File: src/rtl/tfhe_pu_pkg.sv
// Shared constants and types for the TFHE processing unit.
// HBM widths, requester indices and the AR-path FSM states.
package tfhe_pu_pkg;

  localparam int HBM_ADDR_W = 33;
  localparam int HBM_DATA_W = 256;
  localparam int HBM_ID_W   = 2;

  localparam int REQ_BSK  = 0;
  localparam int REQ_CT   = 1;
  localparam int REQ_TV   = 2;
  localparam int REQ_HOST = 3;
  localparam int NUM_REQ  = 4;

  typedef enum logic {
    AR_IDLE  = 1'b0,
    AR_ISSUE = 1'b1
  } ar_state_e;

endpackage

File: src/rtl/tfhe_rr_sel.sv
// Round-robin selector: first eligible index at or after ptr, wrapping.
// Ports: elig (eligible vector), ptr (start index), gnt_vld, gnt_idx.
module tfhe_rr_sel #(
  parameter  int N  = 4,
  localparam int IW = (N > 1) ? $clog2(N) : 1
) (
  input  logic [N-1:0]  elig,
  input  logic [IW-1:0] ptr,
  output logic          gnt_vld,
  output logic [IW-1:0] gnt_idx
);

  always_comb begin
    int j;
    logic [IW-1:0] jj;
    j       = 0;
    jj      = '0;
    gnt_vld = 1'b0;
    gnt_idx = '0;
    // Walk from the far end back to ptr so the nearest hit wins.
    for (int k = N - 1; k >= 0; k--) begin
      j = int'(ptr) + k;
      if (j >= N) j = j - N;
      jj = IW'(j);
      if (elig[jj]) begin
        gnt_vld = 1'b1;
        gnt_idx = jj;
      end
    end
  end

endmodule

File: src/rtl/tfhe_hbm_rd_arb.sv
// HBM read arbiter: round-robin AR issue for NREQ requesters, R routing by ID.
// Ports: req_* burst requests, rsp_* routed beats, m_ar*/m_r* AXI, err, busy.
module tfhe_hbm_rd_arb
  import tfhe_pu_pkg::*;
#(
  parameter  int NREQ      = NUM_REQ,
  parameter  int ADDR_W    = HBM_ADDR_W,
  parameter  int DATA_W    = HBM_DATA_W,
  parameter  int MAX_OUTST = 8,
  localparam int IW        = (NREQ > 1) ? $clog2(NREQ) : 1,
  localparam int CW        = $clog2(MAX_OUTST + 1)
) (
  input  logic                   aclk,
  input  logic                   aresetn,
  input  logic [NREQ-1:0]        req_valid,
  output logic [NREQ-1:0]        req_ready,
  input  logic [NREQ*ADDR_W-1:0] req_addr,
  input  logic [NREQ*8-1:0]      req_len,
  output logic [NREQ-1:0]        rsp_valid,
  input  logic [NREQ-1:0]        rsp_ready,
  output logic [DATA_W-1:0]      rsp_data,
  output logic                   rsp_last,
  output logic                   m_arvalid,
  input  logic                   m_arready,
  output logic [ADDR_W-1:0]      m_araddr,
  output logic [7:0]             m_arlen,
  output logic [1:0]             m_arid,
  input  logic                   m_rvalid,
  output logic                   m_rready,
  input  logic [DATA_W-1:0]      m_rdata,
  input  logic [1:0]             m_rid,
  input  logic                   m_rlast,
  input  logic [1:0]             m_rresp,
  output logic [NREQ-1:0]        err,
  input  logic                   err_clr,
  output logic                   busy
);

  ar_state_e         state_q, state_d;
  logic [ADDR_W-1:0] addr_q, addr_d;
  logic [7:0]        len_q, len_d;
  logic [1:0]        id_q, id_d;
  logic [IW-1:0]     ptr_q, ptr_d;
  logic [CW-1:0]     cnt_q [NREQ];
  logic [CW-1:0]     cnt_d [NREQ];
  logic [NREQ-1:0]   err_q, err_d;

  logic [NREQ-1:0]   elig;
  logic              gnt_vld;
  logic [IW-1:0]     gnt_idx;
  logic              gnt;
  logic              r_hs;

  always_comb begin
    for (int i = 0; i < NREQ; i++) begin
      elig[i] = req_valid[i] && (cnt_q[i] < CW'(MAX_OUTST));
    end
  end

  tfhe_rr_sel #(.N(NREQ)) u_sel (
    .elig    (elig),
    .ptr     (ptr_q),
    .gnt_vld (gnt_vld),
    .gnt_idx (gnt_idx)
  );

  // A slot opens when the AR register is empty or being drained.
  // aresetn gating keeps req_ready low while reset is held.
  assign gnt = aresetn && gnt_vld &&
               ((state_q == AR_IDLE) || m_arready);

  always_comb begin
    for (int i = 0; i < NREQ; i++) begin
      req_ready[i] = gnt && (gnt_idx == IW'(i));
    end
  end

  always_comb begin
    state_d = state_q;
    addr_d  = addr_q;
    len_d   = len_q;
    id_d    = id_q;
    ptr_d   = ptr_q;
    if (gnt) begin
      state_d = AR_ISSUE;
      for (int i = 0; i < NREQ; i++) begin
        if (gnt_idx == IW'(i)) begin
          addr_d = req_addr[i*ADDR_W +: ADDR_W];
          len_d  = req_len[i*8 +: 8];
        end
      end
      id_d  = 2'(gnt_idx);
      ptr_d = (gnt_idx == IW'(NREQ - 1)) ? '0 : gnt_idx + 1'b1;
    end else if ((state_q == AR_ISSUE) && m_arready) begin
      state_d = AR_IDLE;
    end
  end

  always_comb begin
    m_rready = 1'b0;
    for (int i = 0; i < NREQ; i++) begin
      rsp_valid[i] = m_rvalid && (m_rid == 2'(i));
      if (m_rid == 2'(i)) m_rready = rsp_ready[i];
    end
  end

  assign rsp_data = m_rdata;
  assign rsp_last = m_rlast;
  assign r_hs     = m_rvalid && m_rready;

  // A beat for an ID with nothing outstanding is flagged and never
  // decrements, so stale beats after reset cannot wrap the counter.
  always_comb begin
    logic inc, dec, hit;
    inc   = 1'b0;
    dec   = 1'b0;
    hit   = 1'b0;
    err_d = err_clr ? '0 : err_q;
    for (int i = 0; i < NREQ; i++) begin
      hit = r_hs && (m_rid == 2'(i));
      inc = gnt && (gnt_idx == IW'(i));
      dec = hit && m_rlast && (cnt_q[i] != '0);
      cnt_d[i] = cnt_q[i];
      if (inc && !dec) cnt_d[i] = cnt_q[i] + 1'b1;
      if (dec && !inc) cnt_d[i] = cnt_q[i] - 1'b1;
      if (hit && ((m_rresp != 2'b00) || (cnt_q[i] == '0))) begin
        err_d[i] = 1'b1;
      end
    end
  end

  always_ff @(posedge aclk or negedge aresetn) begin
    if (!aresetn) begin
      state_q <= AR_IDLE;
      addr_q  <= '0;
      len_q   <= '0;
      id_q    <= '0;
      ptr_q   <= '0;
      err_q   <= '0;
      for (int i = 0; i < NREQ; i++) cnt_q[i] <= '0;
    end else begin
      state_q <= state_d;
      addr_q  <= addr_d;
      len_q   <= len_d;
      id_q    <= id_d;
      ptr_q   <= ptr_d;
      err_q   <= err_d;
      for (int i = 0; i < NREQ; i++) cnt_q[i] <= cnt_d[i];
    end
  end

  assign m_arvalid = (state_q == AR_ISSUE);
  assign m_araddr  = addr_q;
  assign m_arlen   = len_q;
  assign m_arid    = id_q;
  assign err       = err_q;

  always_comb begin
    busy = m_arvalid;
    for (int i = 0; i < NREQ; i++) begin
      if (cnt_q[i] != '0) busy = 1'b1;
    end
  end

endmodule
File: config.mk
export PLATFORM = sky130hd
export DESIGN_NAME = tfhe_hbm_rd_arb
export DESIGN_NICKNAME = d
export VERILOG_FILES = /design/src/rtl/tfhe_pu_pkg.sv /design/src/rtl/tfhe_rr_sel.sv /design/src/rtl/tfhe_hbm_rd_arb.sv
export SDC_FILE = /design/constraint.sdc
export NUM_CORES = 1
export LEC_CHECK = 0
export CAP_MARGIN = 15
export CELL_PAD_IN_SITES_DETAIL_PLACEMENT = 1
export CELL_PAD_IN_SITES_GLOBAL_PLACEMENT = 2
export CORE_AREA = 2 2 290 292
export CTS_CLUSTER_DIAMETER = 120
export CTS_CLUSTER_SIZE = 10
export DETAILED_ROUTE_END_ITERATION = 10
export DIE_AREA = 0 0 292 294
export PLACE_DENSITY_LB_ADDON = 0.08
export SYNTH_ARGS = -nofsm -noshare
export SYNTH_HDL_FRONTEND = slang
export SYNTH_SLANG_ARGS = --single-unit
File: constraint.sdc
create_clock -name aclk -period 3.4 [get_ports aclk]
set_input_delay 0.68 -clock aclk [delete_from_list [all_inputs] [get_ports aclk]]
set_output_delay 0.68 -clock aclk [all_outputs]
set_load 0.005 [all_outputs]
==> results of run 1 <==
sequential cells by signal, indices dropped and copies added, names as in the netlist:
signal     cells
cnt_q         16
m_arid         2
m_arlen        8
err            4
m_araddr      33
m_arvalid      1
ptr_q          2
cell usage after synthesis, drive strengths merged:
cell type and count:
and3b 1, nand2 47, xor2 15, nand3 1, nor2b 4, a211o 1, mux2 88, xnor2 5
o21ai 46, mux4 1, o311a 1, o22ai 4, nor4 8, or2 1, and2b 1, nand3b 1
o311ai 3, o31ai 1, nor4bb 2, nand2b 9, nand4 1, o41ai 4, nor3b 2, nor3 3
nor2 7, ha 16, a41oi 3, nor4b 2, and2 4, inv 8, mux2i 43, and3 4
a41o 1, clkbuf 12, dfrtp 66, buf 271, a221oi 1, a21oi 7, a21o 1
worst register-to-register path, stage by stage, from the launching register on:
cell and delay [ns]:
dfrtp_1 0.47, nor4bb_2 0.21, a21oi_1 0.15, o311a_1 0.25, buf_4 0.15, ha_4 0.15
buf_4 0.24, nand2_1 0.12, ha_1 0.25, xor2_1 0.15, ha_1 0.18, a21oi_1 0.15
xor2_1 0.17, nor2_1 0.07, xor2_1 0.14
cell type report:
| type | count | area, um2 | share of cell area (%) |
|---|---|---|---|
| inverters | 8 | 30.03 | 0.3218 |
| flip-flops and latches | 66 | 1652 | 17.70 |
| repair buffers | 300 | 2939 | 31.50 |
| clock buffers | 10 | 239.0 | 2.561 |
| multi-input cells | 339 | 3004 | 32.19 |
| diodes | 1 | 2.502 | 0.02682 |
| well taps | 1080 | 1351 | 14.48 |
| clock inverters | 6 | 113.9 | 1.220 |
kinds of logic after synthesis:
kind of cell             synth area share [%]
adder cells (fa/ha/maj)                 2.959
multiplexers                            23.67
flip-flops                              24.41
XOR/XNOR                                2.589
AO/OA/AOI/OAI                           6.529
buffers and inverters                   32.20
AND/OR/NAND/NOR                         7.638
final timing paths:
kind | start | end | slack [ns] | cells after the start
min in group aclk | m_arlen[5]$_DFFE_PN0P_ | m_arlen[5]$_DFFE_PN0P_ | 0.51 | 1
max in group asynchronous | aresetn | m_araddr[16]$_DFFE_PN0P_ | 1.93 | 3
min reg2reg | m_arlen[5]$_DFFE_PN0P_ | m_arlen[5]$_DFFE_PN0P_ | 0.51 | 1
max | req_valid[1] | req_ready[0] | 0.05 | 7
max reg2reg | ptr_q[1]$_DFFE_PN0P_ | cnt_q[10]$_DFFE_PN0P_ | 0.46 | 14
min | aresetn | m_araddr[30]$_DFFE_PN0P_ | 0.35 | 2
stage by stage:
step	cell area (um2)	power [mW]	TNS (ns)	utilization, %
2_1_floorplan	6765	3.854	0	-
3_3_place_gp	8881	5.712	-9.485	10.71
3_5_place_dp	8881	5.667	-8.582	10.71
4_1_cts	9265	7.056	0	11.18
5_1_grt	9329	7.459	-0.03363	11.25
6_report	9331	6.810	0	11.26
power by group through the flow:
stage / sequential, mW / clock [mW] / combinational, mW
2_1_floorplan: 1.45 / 0 / 2.40
4_1_cts: 1.55 / 1.34 / 4.16
5_1_grt: 1.61 / 1.35 / 4.50
3_5_place_dp: 1.55 / 0 / 4.11
6_report: 1.53 / 1.24 / 4.04
3_3_place_gp: 1.57 / 0 / 4.14
repair_timing:
item	in CTS	in global routing
endpoints found under the setup margin	4	8
setup buffers	3	1
cloned	0	1
pin swaps	1	1
hold buffers	0	0
resized for setup	6	8
layer usage:
layer | track usage (%) | wire length (um) | up-vias | share of wire [%]
met4 | 4.627 | 1703 | 6 | 5.3
li1 | - | - | 2161 | -
met1 | 7.874 | 12540 | 2298 | 39
met5 | 0 | 38 | - | 0.12
met2 | 11.57 | 14520 | 285 | 45
met3 | 3.814 | 3463 | 103 | 11
==> summary.txt, run 1 <==
Synthesis
  – Post-Syn Area: 0.006765 mm2
  – Synth Register Bits: 66
  – Synthesized area per cell: 9.720 um2
  – Syn Inst Count: 696
  – Yosys top cell area share: 28.63%
  – Synth unique cells: 46
  – Yosys warns: 0
  – Top cells by area, synth: buf_4 (29%), dfrtp_1 (24%), mux2_4 (9.3%), mux2_2 (7.7%), mux2i_1 (6.4%)
  – Register area share after synthesis: 24.41%
  – Post-synth net total: 1150
  – Dominant cell type by area after synthesis: buf_4

Clock network
  – Root buf cell: clkbuf_16
  – Later-pin clock latency in the skew report: 0.38 ns
  – CTS clk-pin slew, worst paths: 0.07 ns
  – Longest Clk Path Bufs: 2
  – H-tree lvl count: 3
  – CTS buffer count: 9
  – CTS Sinks: 66
  – CTS tree: built

Die
  – Die extent in y: 294 um
  – Core area: 0.08289 mm2
  – Die area: 0.08585 mm2
  – I/O pin total: 753
  – # rows: 106
  – Initial core utilization: 8.162%
  – Die W: 292 um

Route
  – Final wirelength: 32260 um
  – Via density: 2.681
  – Vias: 4853
  – DRT Pass-1 Iters: 4
  – Number of remaining DRC errors: 0
  – DRT antenna net count: 0
  – Drt initial violations: 129
  – Wire per inst: 17.82 um

Pwr
  – Logic pwr share: 59.3%
  – Cell area power density: 729.8 mW/mm2
  – Leak: 3.457 nW
  – Internal Pwr Total: 4.264 mW
  – Clock share of power: 18.3%
  – Switching Fraction: 37.39%
  – Psw: 2.546 mW
  – Flop pwr share: 22.4%
  – Peak supply drop: 267.3 uV

Run status
  – Status: finished, final reports clean

Worst hold path
  – Hold WC Path Type: in -> async

Worst setup path
  – Crit path kind: in -> out
  – Number of buffers and inverters on the critical path: 3
  – CP top delay family: buffers and inverters
  – Crit-path slowest cell: clkdlybuf4s50_1
  – CP Capture Type: output pin
  – CP max FO: 3
  – WP data arrival: 2.67 ns
  – Worst-path cell chain: clkdlybuf4s50_1 -> nor2b_1 -> o311a_1 -> inv_2 -> ha_2 -> and2_1 -> clkdlybuf4s50_1
  – CP dominant cell by count: clkdlybuf4s50_1
  – Slowest stage delay, CP: 0.51 ns
  – Worst setup SP type: input pin
  – Critical Path RT: 2.72 ns

GRT
  – Antenna violations before repair: 4
  – Vias in the first global route: 5612
  – First-pass GRT wire length: 44160 um
  – Overflow left after global routing: 0
  – Total track usage: 7.394%
  – Largest net degree at the start of global routing: 42

Timing
  – Setup violations, final: 0
  – Final period util: 98.45%
  – Final Hold Vio Count: 0
  – Layout Skew: 0.01023 ns
  – Max-slew violation count: 0
  – Worst Tran Pin Value: 0.7090 ns
  – F_max: 298.8 MHz
  – Hold slack final: 0.3540 ns
  – Final setup margin: 0.05286 ns
  – Unrepaired setup endpoints after global routing: true
  – Max_slew headroom: 52.73%
  – Clock period minus worst slack: 3.347 ns

Place
  – # placed instances: 1788
  – GP Congestion: 0.6173
  – IO Port Bufs: 240
  – Post-DP HPWL: 25130 um
  – Setup WS pre-CTS: -0.3097 ns

Run
  – Max-cap viol count: 0

Cells and area
  – Non-filler instance count after layout: 1810
  – Commonest non-fill, non-tap cells in the layout: clkdlybuf4s50_1 (234), dfrtp_1 (66), buf_4 (55), nand2_1 (47), mux2_2 (46)
  – Commonest non-fill, non-tap cell in the layout: clkdlybuf4s50_1
  – Post-layout nets: 1178
  – Area delta synth->final: 37.93%
  – # fillers: 9609
  – Layout cell share with drive strength beyond 1: 24.69%
No activity file was read; power rests on OpenSTA's default activity.
==> inputs of run 2 (changes only) <==
- GPL_TIMING_DRIVEN: unset -> 0
==> run 2 against run 1 <==
  * Non-clock buffer count is 490 higher
  * Die area is the same
  * Register-to-register slack worse by 0.09 ns
  * Sequential power down 3%
  * Design area rose by 47%
  * Clock power shrank 16%
  * Clock skew grew 0.0076 ns
  * Fmax rose by 3.4%
  * Sequential share of layout area decreased by 5.6 points
  * Highest routed layer unchanged
==> summary.txt, run 2 (synthesis gave the netlist of run 1 again) <==
Worst setup path
  – R2R Path End: m_araddr[21]$_DFFE_PN0P_ (was cnt_q[10]$_DFFE_PN0P_)
  – Critical path endpoint: req_ready[0] (unchanged)
  – FF-to-FF Start: cnt_q[11]$_DFFE_PN0P_ (was ptr_q[1]$_DFFE_PN0P_)
  – Worst setup SP type: input pin (unchanged)
  – CP max FO: 36 (was 3)
  – WP data arrival: 2.56 ns (was 2.67 ns)
  – Flop2flop setup slack: 0.37 ns (was 0.46 ns)
  – Critical Path Start: aresetn (was req_valid[1])
  – CP Capture Type: output pin (unchanged)
  – Reg2reg path depth: 12 (was 14)
  – Critical Path RT: 2.72 ns (about the same)
  – Crit path kind: in -> out (unchanged)

Die
  – Die area: 0.08585 mm2 (unchanged)
  – I/O pin total: 753 (unchanged)
  – Initial core utilization: 8.162% (unchanged)
  – Die extent in y: 294 um (unchanged)
  – Die W: 292 um (unchanged)
  – Core area: 0.08289 mm2 (unchanged)
  – # rows: 106 (unchanged)

Run
  – Max-cap viol count: 0 (unchanged)

GRT
  – Vias in the first global route: 7080 (was 5612)
  – Antenna violations before repair: 11 (was 4)
  – Total track usage: 9.083% (was 7.394%)
  – First-pass GRT wire length: 54700 um (was 44160 um)
  – Overflow left after global routing: 0 (unchanged)
  – Largest net degree at the start of global routing: 37 (was 42)

Cells and area
  – Footprint of the multi-input gates: 0.003017 mm2 (was 0.003004 mm2)
  – Commonest non-fill, non-tap cells in the layout: clkdlybuf4s50_1 (486), buf_4 (270), dfrtp_1 (66), nand2_1 (46), mux2_2 (46) (was clkdlybuf4s50_1 (234), dfrtp_1 (66), buf_4 (55), nand2_1 (47), mux2_2 (46))
  – Post-layout nets: 1668 (was 1178)
  – Final core area utilization: 16.49% (was 11.26%)
  – Layout cell share with drive strength beyond 1: 34.37% (was 24.69%)
  – Non-filler instance count after layout: 2303 (was 1810)
  – Finished Cell Area: 0.01367 mm2 (was 0.009331 mm2)
  – Area delta synth->final: 102.1% (was 37.93%)
  – Commonest non-fill, non-tap cell in the layout: clkdlybuf4s50_1 (unchanged)
  – FF+latch area: 0.001652 mm2 (unchanged)
  – Max reg flops: 33 (unchanged)
  – # fillers: 9613 (was 9609)

Route
  – Final wirelength: 41100 um (was 32260 um)
  – Number of remaining DRC errors: 0 (unchanged)
  – Via density: 2.881 (was 2.681)
  – Drt initial violations: 99 (was 129)
  – DRT antenna net count: 0 (unchanged)
  – Wire per inst: 17.85 um (was 17.82 um)
  – DRT Pass-1 Iters: 4 (unchanged)
  – Vias: 6634 (was 4853)

Timing
  – Setup violations, final: 0 (unchanged)
  – Final Hold Vio Count: 0 (unchanged)
  – Max_slew headroom: 43.81% (was 52.73%)
  – Final setup margin: 0.1628 ns (was 0.05286 ns)
  – Hold slack final: 0.1367 ns (was 0.3540 ns)
  – Layout Skew: 0.01782 ns (was 0.01023 ns)
  – Clock period minus worst slack: 3.237 ns (was 3.347 ns)
  – Setup_tns: 0 ns (unchanged)
  – Worst Tran Pin Value: 0.8352 ns (was 0.7090 ns)
  – Final period util: 95.21% (was 98.45%)
  – F_max: 308.9 MHz (was 298.8 MHz)
  – Max-slew violation count: 0 (unchanged)
  – Unrepaired setup endpoints after global routing: false (was true)

Clock network
  – Later-pin clock latency in the skew report: 0.38 ns (about the same)
  – Longest Clk Path Bufs: 2 (unchanged)
  – CTS Sinks: 66 (unchanged)
  – Root buf cell: clkbuf_16 (unchanged)
  – CTS clk-pin slew, worst paths: 0.08 ns (was 0.07 ns)
  – CTS tree: built (unchanged)
  – Hold_buf cts: 0 (unchanged)
  – CTS buffer count: 9 (unchanged)
  – H-tree lvl count: 3 (unchanged)

Place
  – GP Congestion: 0.6684 (was 0.6173)
  – Post-DP HPWL: 34890 um (was 25130 um)
  – DP Area: 0.01309 mm2 (was 0.008881 mm2)
  – Setup WS pre-CTS: -1.330 ns (was -0.3097 ns)
  – IO Port Bufs: 494 (was 240)
  – # placed instances: 2271 (was 1788)

Pwr
  – Cell area power density: 528.8 mW/mm2 (was 729.8 mW/mm2)
  – Internal Pwr Total: 4.500 mW (was 4.264 mW)
  – Psw: 2.730 mW (was 2.546 mW)
  – Leak: 5.602 nW (was 3.457 nW)
  – Logic pwr share: 65.0% (was 59.3%)
  – Switching Fraction: 37.76% (was 37.39%)
  – Clock share of power: 14.3% (was 18.3%)
  – Total Power: 7.229 mW (was 6.810 mW)
  – Flop pwr share: 20.7% (was 22.4%)
  – Peak supply drop: 239.6 uV (was 267.3 uV)

Run status
  – Status: finished, final reports clean (unchanged)

Worst hold path
  – Hold WC Path Type: in -> async (unchanged)
-- run 2: changes by cell type in the layout (fill, tap and decap cells not counted), sizes merged --
cell	delta
clkinv	+2
buf	+226
diode	+3
dlymetal6s2s	+2
bufinv	-2
dlygate4sd2	-1
clkbuf	+10
clkdlybuf4s50	+252
clkinvlp	-1
inv	+2
-- run 2: power groups by stage --
stage | Clock, mW | Combinational (mW) | Sequential (mW)
after floorplan | 0 | 2.40 | 1.45
after global placement | 0 | 4.64 | 1.50
after detailed placement | 0 | 4.63 | 1.51
after CTS | 1.13 | 4.86 | 1.50
after global routing | 1.14 | 5.19 | 1.56
final | 1.04 | 4.70 | 1.49
-- run 2: what timing repair did --
action / CTS / global route
pin swaps: 3 / 1
setup endpoints to repair: 54 / 38
resized for setup: 31 / 31
setup buffers: 8 / 4
-- run 2: worst min path at each step --
stage	to	start	slack, ns	cells past startpoint
after floorplan	cnt_q[0]$_DFFE_PN0P_	aresetn	0.38	0
final	m_araddr[30]$_DFFE_PN0P_	aresetn	0.14	1
after global placement	err[0]$_DFFE_PN0P_	err[0]$_DFFE_PN0P_	0.47	2
after detailed placement	err[0]$_DFFE_PN0P_	err[0]$_DFFE_PN0P_	0.47	2
after CTS	m_araddr[30]$_DFFE_PN0P_	aresetn	0.12	1
after global routing	m_araddr[30]$_DFFE_PN0P_	aresetn	0.13	1
-- run 2: final cells by class --
type / count / share of cell area (%)
antenna: 4 / 0.07321
buffer: 283 / 16.34
clock buffer: 9 / 1.647
clock inverter: 7 / 0.5674
inverter: 8 / 0.2196
multi-input combinational: 339 / 22.06
sequential: 66 / 12.08
tap: 1080 / 9.884
timing repair buffer: 507 / 37.12
-- run 2: routing by layer --
metal  global-route usage, %  wire length [um]  vias to the layer above
met4                   1.157               249                       16
met5                       0                96                        -
li1                        -                 -                     3147
met1                   9.182             14610                     3115
met3                   4.056              3666                       31
met2                   17.42             22480                      325
-- run 2: worst max-delay path, cell delays in order --
cell             delay [ns]
buf_12                 0.21
buf_16                 0.25
inv_1                  0.08
a41o_4                 0.29
nor2_8                 0.12
buf_6                  0.20
and2_1                 0.15
clkdlybuf4s50_1        0.51
==> inputs of run 3 (changes only) <==
- CAP_MARGIN: 15 -> 20
- CTS_BUF_LIST: unset -> sky130_fd_sc_hd__clkbuf_16
==> results of run 3 <==
Same layout as run 2: the final DEF is identical, and so are final timing and power.
